## config.mk

```make
export PLATFORM = sky130hd
export DESIGN_NAME = spi_cmd_decoder
export DESIGN_NICKNAME = d
export VERILOG_FILES = /design/src/rtl/spi_cmd_decoder.sv
export SDC_FILE = /design/constraint.sdc
export NUM_CORES = 1
export LEC_CHECK = 0
export CAP_MARGIN = 10
export CORE_MARGIN = 10
export CORE_UTILIZATION = 55
export CTS_CLUSTER_DIAMETER = 40
export DETAILED_ROUTE_END_ITERATION = 7
export GPL_ROUTABILITY_DRIVEN = 0
export GPL_TIMING_DRIVEN = 0
export PLACE_DENSITY = 0.8
export SETUP_SLACK_MARGIN = 0.2
export SLEW_MARGIN = 10
export SYNTH_ARGS = -nofsm -noshare
export SYNTH_HDL_FRONTEND = slang
export SYNTH_SLANG_ARGS = --single-unit
```

## constraint.sdc

```tcl
create_clock -name clk -period 3.1 [get_ports clk]
set_input_delay 0.62 -clock clk [delete_from_list [all_inputs] [get_ports clk]]
set_output_delay 0.62 -clock clk [all_outputs]
set_load 0.02 [all_outputs]
```

## src/rtl/spi_cmd_decoder.sv

```systemverilog
// ============================================================================
// Module   : spi_cmd_decoder
// Purpose  : Decodes SPI command bytes into text-RAM writes, cursor moves and
//            a full-screen hardware clear for the VGA text driver.
// Revision : 1.0
// ============================================================================
`default_nettype none

module spi_cmd_decoder #(
    parameter int COLS   = 80,
    parameter int ROWS   = 30,
    parameter int ADDR_W = 12
) (
    input  logic              clk,
    input  logic              rst,
    input  logic [7:0]        rx_byte,
    input  logic              rx_done,
    input  logic              cs_sync,
    output logic              ram_we,
    output logic [ADDR_W-1:0] ram_addr,
    output logic [15:0]       ram_wdata,
    output logic              busy,
    output logic [6:0]        cursor_col,
    output logic [4:0]        cursor_row,
    output logic              err
);

    typedef enum logic [1:0] {
        S_IDLE  = 2'd0,
        S_ARG1  = 2'd1,
        S_ARG2  = 2'd2,
        S_CLEAR = 2'd3
    } state_t;

    localparam logic [1:0]        OP_SET     = 2'd1;
    localparam logic [1:0]        OP_CLR     = 2'd3;
    localparam logic [ADDR_W-1:0] C_COLS_A   = ADDR_W'(COLS);
    localparam logic [ADDR_W-1:0] C_LAST_A   = ADDR_W'(COLS * ROWS - 1);
    localparam logic [6:0]        C_LAST_COL = 7'(COLS - 1);
    localparam logic [4:0]        C_LAST_ROW = 5'(ROWS - 1);

    state_t              state_q, state_d;
    logic [1:0]          op_q, op_d;
    logic [7:0]          arg1_q, arg1_d;
    logic [ADDR_W-1:0]   cnt_q, cnt_d;
    logic                rx_done_q, cs_q;
    logic                ram_we_q, ram_we_d;
    logic [ADDR_W-1:0]   ram_addr_q, ram_addr_d;
    logic [15:0]         ram_wdata_q, ram_wdata_d;
    logic                busy_q, busy_d;
    logic [6:0]          col_q, col_d;
    logic [4:0]          row_q, row_d;
    logic                err_q, err_d;

    logic                strobe;
    logic                frame_end;
    logic [ADDR_W-1:0]   cur_addr;

    always_ff @(posedge clk) begin
        if (rst) begin
            state_q     <= S_IDLE;
            op_q        <= 2'd0;
            arg1_q      <= 8'd0;
            cnt_q       <= '0;
            rx_done_q   <= 1'b1;
            cs_q        <= 1'b1;
            ram_we_q    <= 1'b0;
            ram_addr_q  <= '0;
            ram_wdata_q <= 16'd0;
            busy_q      <= 1'b0;
            col_q       <= 7'd0;
            row_q       <= 5'd0;
            err_q       <= 1'b0;
        end else begin
            state_q     <= state_d;
            op_q        <= op_d;
            arg1_q      <= arg1_d;
            cnt_q       <= cnt_d;
            rx_done_q   <= rx_done;
            cs_q        <= cs_sync;
            ram_we_q    <= ram_we_d;
            ram_addr_q  <= ram_addr_d;
            ram_wdata_q <= ram_wdata_d;
            busy_q      <= busy_d;
            col_q       <= col_d;
            row_q       <= row_d;
            err_q       <= err_d;
        end
    end

    always_comb begin
        strobe      = rx_done & ~rx_done_q;
        frame_end   = cs_sync & ~cs_q;
        cur_addr    = ADDR_W'(row_q) * C_COLS_A + ADDR_W'(col_q);

        state_d     = state_q;
        op_d        = op_q;
        arg1_d      = arg1_q;
        cnt_d       = cnt_q;
        ram_we_d    = 1'b0;
        ram_addr_d  = ram_addr_q;
        ram_wdata_d = ram_wdata_q;
        busy_d      = busy_q;
        col_d       = col_q;
        row_d       = row_q;
        err_d       = 1'b0;

        case (state_q)
            S_IDLE: begin
                if (strobe) begin
                    case (rx_byte)
                        8'h01, 8'h02, 8'h03: begin
                            op_d    = rx_byte[1:0];
                            state_d = S_ARG1;
                        end
                        default: err_d = 1'b1;
                    endcase
                end
            end
            S_ARG1: begin
                if (strobe) begin
                    arg1_d = rx_byte;
                    if (op_q == OP_CLR) begin
                        // First fill write is issued here so the burst starts the next cycle
                        cnt_d       = '0;
                        ram_we_d    = 1'b1;
                        ram_addr_d  = '0;
                        ram_wdata_d = {rx_byte, 8'h20};
                        busy_d      = 1'b1;
                        state_d     = S_CLEAR;
                    end else begin
                        state_d = S_ARG2;
                    end
                end
            end
            S_ARG2: begin
                if (strobe) begin
                    state_d = S_IDLE;
                    if (op_q == OP_SET) begin
                        if ((int'(arg1_q) < COLS) && (int'(rx_byte) < ROWS)) begin
                            col_d = arg1_q[6:0];
                            row_d = rx_byte[4:0];
                        end else begin
                            err_d = 1'b1;
                        end
                    end else begin
                        ram_we_d    = 1'b1;
                        ram_addr_d  = cur_addr;
                        ram_wdata_d = {rx_byte, arg1_q};
                        if (col_q == C_LAST_COL) begin
                            col_d = 7'd0;
                            row_d = (row_q == C_LAST_ROW) ? 5'd0 : row_q + 5'd1;
                        end else begin
                            col_d = col_q + 7'd1;
                        end
                    end
                end
            end
            S_CLEAR: begin
                if (strobe) begin
                    err_d = 1'b1;
                end
                if (cnt_q == C_LAST_A) begin
                    busy_d  = 1'b0;
                    col_d   = 7'd0;
                    row_d   = 5'd0;
                    state_d = S_IDLE;
                end else begin
                    cnt_d       = cnt_q + ADDR_W'(1);
                    ram_we_d    = 1'b1;
                    ram_addr_d  = cnt_q + ADDR_W'(1);
                    ram_wdata_d = {arg1_q, 8'h20};
                end
            end
            default: state_d = S_IDLE;
        endcase

        // A frame ending with a command still incomplete (after this cycle's byte) is aborted
        if (frame_end && ((state_d == S_ARG1) || (state_d == S_ARG2))) begin
            state_d = S_IDLE;
            err_d   = 1'b1;
        end
    end

    assign ram_we     = ram_we_q;
    assign ram_addr   = ram_addr_q;
    assign ram_wdata  = ram_wdata_q;
    assign busy       = busy_q;
    assign cursor_col = col_q;
    assign cursor_row = row_q;
    assign err        = err_q;

endmodule

`default_nettype wire

```

==> impl_metrics.yaml <==
critical_path:
  cpPeakStageDelay_ps: 530
  path_delay_family: "simple AND/OR/NAND/NOR gates"
  cp.depth: 7
  reg2reg_to: "cursor_col[5]$_SDFFE_PP0P_"
  cp.arrival_ps: 2970
  ff2ff_path_depth: 8
  worstSetupPathType: "in -> reg"
  r2r_start: "cnt_q[0]$_SDFFE_PP0P_"
  path_buf_inv: 2
  critPathSlowestCell: "or4_1"
  critPathMaxFanout: 10
  cp_cell_sequence: "clkdlybuf4s50_1, nand2b_1, or4_1, a221o_1, buf_6, or4_1, a21oi_1"
  cp-endpoint: "cursor_row[4]$_SDFFE_PP0P_"
  startpoint: "rx_done"
  r2r_slack_ps: 450
  crit_top_cell: "or4_1"
  critPathLaunchType: "input port"
  required_ps: 3390
  end_kind: "register"
power_and_ir_drop:
  leakagePower_nw: 1.76
  p_per_area_nw_per_um2: 372
  peakVddDrop_v: 0.000343
grt:
  grt_util_all_layers: 0.208
  antenna_found_initial: 0
  grt_pass1_wl_um: 19100
  grt_overflow: 0
  grt_pass1_vias: 3799
  grt_start_max_net_pins: 14
clock_network:
  clock_latency_ps: 370
  cts_tree: "done"
  htree_levels: 3
  cts_sinks: 69
  cts_buffer_depth: 2
  path_clk_slew_ps: 80
  numCtsBuffers: 9
  clk_root_buffer_cell: "clkbuf_8"
layout:
  fin_nets: 569
  antenna_cells: 0
  layout_commonest_cell: "dfxtp_1"
  final_cell_mix: "dfxtp_1, nor2_1, clkdlybuf4s50_1, a21oi_1, nand2_1"
  syn_to_final_growth_pct: 22.4
  nFillCells: 574
  drive_above_1_share: 0.0663
  register_area_um2: 1380
  multi_input_area_um2: 2330
  post-route-util: 0.706
logic_synthesis:
  netlist.area_leader.share: 0.347
  syn_nets: 505
  synth.largest_area_cell: "dfxtp_1"
  ys.warnings.count: 0
  synthTopCellsByArea: "dfxtp_1, ha_1, nor2_1"
  synth_cell_type_count: 68
  synth-edff-count: 0
  synthFlopType: "dfxtp_1"
  synthCells: 474
  async_flop_share: 0
  syn-cell-area_um2: 3980
  ys_seq_area_frac: 0.347
  avgSynthCellArea_um2: 8.40
  synth-seq-cells: 69
floorplanning:
  die_h_um: 105
  fp.dieW_um: 105
  io_pins: 55
  initial_core_util: 0.576
  core_um2: 6910
  rows: 30
  die_area_um2: 11000
place:
  detailed_place_hpwl_um: 8670
  io_buffers: 53
timing:
  finClkSkew_ps: 8.70
  max_clock_freq_mhz: 373
  slew_viol_final: 0
  finalCritPeriodShare: 0.865
  min_period_ps: 2680
  rsz0062_at_grt: "no"
  relSlewSlack: 0.379
  finalHoldViolations: 0
  finalSetupTns_ps: 0
  setup-violations-final: 0
  worst_pin_slew_ps: 924
route:
  vias: 3927
  routed_wl_um: 11800
  final_antenna_net_count: 0
  drt_pass1_iterations: 6
  drc: 0
  via_per_inst: 6.15
  routedWlPerCell_um: 18.4
  first_iter_violations: 318
hold_path:
  hp-class: "in -> reg"
status:
  run_status: "finished, final reports clean"
flow_run:
  cap_violations: 0
worst min path at each step:
stage                                  start                         end  slack [ps]  cells after the start
floorplan             cnt_q[11]$_SDFFE_PP0P_      cnt_q[11]$_SDFFE_PP0P_         470                      2
global placement           busy$_SDFFE_PP0P_           busy$_SDFFE_PP0P_         480                      2
detailed placement  ram_addr[3]$_SDFFE_PP0P_    ram_addr[3]$_SDFFE_PP0P_         490                      2
CTS                                      rst  cursor_col[3]$_SDFFE_PP0P_         480                      2
global route                             rst  cursor_col[3]$_SDFFE_PP0P_         500                      2
finish                                   rst  cursor_col[3]$_SDFFE_PP0P_         480                      2
state kept, by name (all words and copies together) (netlist names), 2 cells and up:
| name | flops |
|---|---|
| ram_addr | 12 |
| arg1_q | 8 |
| state_q | 2 |
| op_q | 2 |
| cnt_q | 12 |
| cursor_col | 7 |
| ram_wdata | 16 |
| cursor_row | 5 |
cell usage after synthesis (3+ instances only):
| master | number |
|---|---|
| dfxtp_1 | 69 |
| nor2_1 | 53 |
| a21oi_1 | 39 |
| nand2_1 | 33 |
| o21ai_0 | 29 |
| mux2i_1 | 19 |
| nor3_1 | 19 |
| clkbuf_1 | 18 |
| ha_1 | 17 |
| inv_1 | 14 |
| a221oi_1 | 12 |
| nand3_1 | 11 |
| a211oi_1 | 10 |
| xnor2_1 | 10 |
| a22oi_1 | 8 |
| nand2b_1 | 8 |
| nand4_1 | 8 |
| or3_1 | 7 |
| nor4_1 | 5 |
| buf_1 | 4 |
| buf_6 | 4 |
| nor2b_1 | 4 |
| or4_1 | 4 |
| a2111o_1 | 3 |
| a21o_1 | 3 |
| a31oi_1 | 3 |
| and4_1 | 3 |
| nand3b_1 | 3 |
| nor3b_1 | 3 |
| o2111ai_1 | 3 |
| xor2_1 | 3 |
through the flow:
stage	cells	hold WS [ps]	total power, mW	setup slack (ps)	cell area (um^2)
global route	639	499	1.85	299	4870
floorplan	474	470	0.931	636	3980
detailed placement	623	488	0.963	11.0	4640
finish	639	478	1.81	419	4870
global placement	623	478	0.962	51.1	4630
CTS	639	475	1.81	392	4870
metal layers:
metal,vias up,part of all wire,GRT usage
met5,-,0,0
met4,0,0.027,0.0735
met3,33,0.084,0.0682
met2,173,0.47,0.339
met1,1845,0.42,0.250
li1,1876,-,-
repair_timing:
| item | 4_1_cts | 5_1_grt |
|---|---|---|
| setup endpoints to repair | 0 | 3 |
| resized for setup | 0 | 1 |
| hold buffers | 0 | 0 |
| setup buffers | 0 | 0 |
logic make-up after synthesis:
group,Yosys count,share of synthesized area
muxes,19,0.0478
and+or+nand+nor,174,0.220
AOI/OAI and AO/OA,131,0.218
buffers and inverters,48,0.0691
DFF,69,0.347
xor gates and xnor gates,14,0.0343
adders and majority gates,19,0.0635
worst reg2reg max path: cells and delay by family, from the launching register on:
family                     cells  cell delay (ps)
AOI/OAI and AO/OA              3              790
adders and majority gates      1              250
buffers and inverters          2              470
DFF                            1              400
and+or+nand+nor                2              670
report_power, final:
group	internal [mW]	total, mW	leakage, nW	switching, mW
Clock	0.482	0.871	0.113	0.389
Sequential	0.887	0.888	0.556	0.000731
Combinational	0.0207	0.0559	1.09	0.0352
Total	1.39	1.81	1.76	0.425
final cells by class:
class                   instances  area share
multi-input cells             357       0.479
repair buffers                 53       0.109
flip-flops and latches         69       0.283
clock buffers                  10      0.0282
plain buffers                  34      0.0457
clock inverters                 6      0.0193
well taps                      96      0.0246
inverters                      14      0.0108
Note: power is estimated with default switching activity, not from simulation.
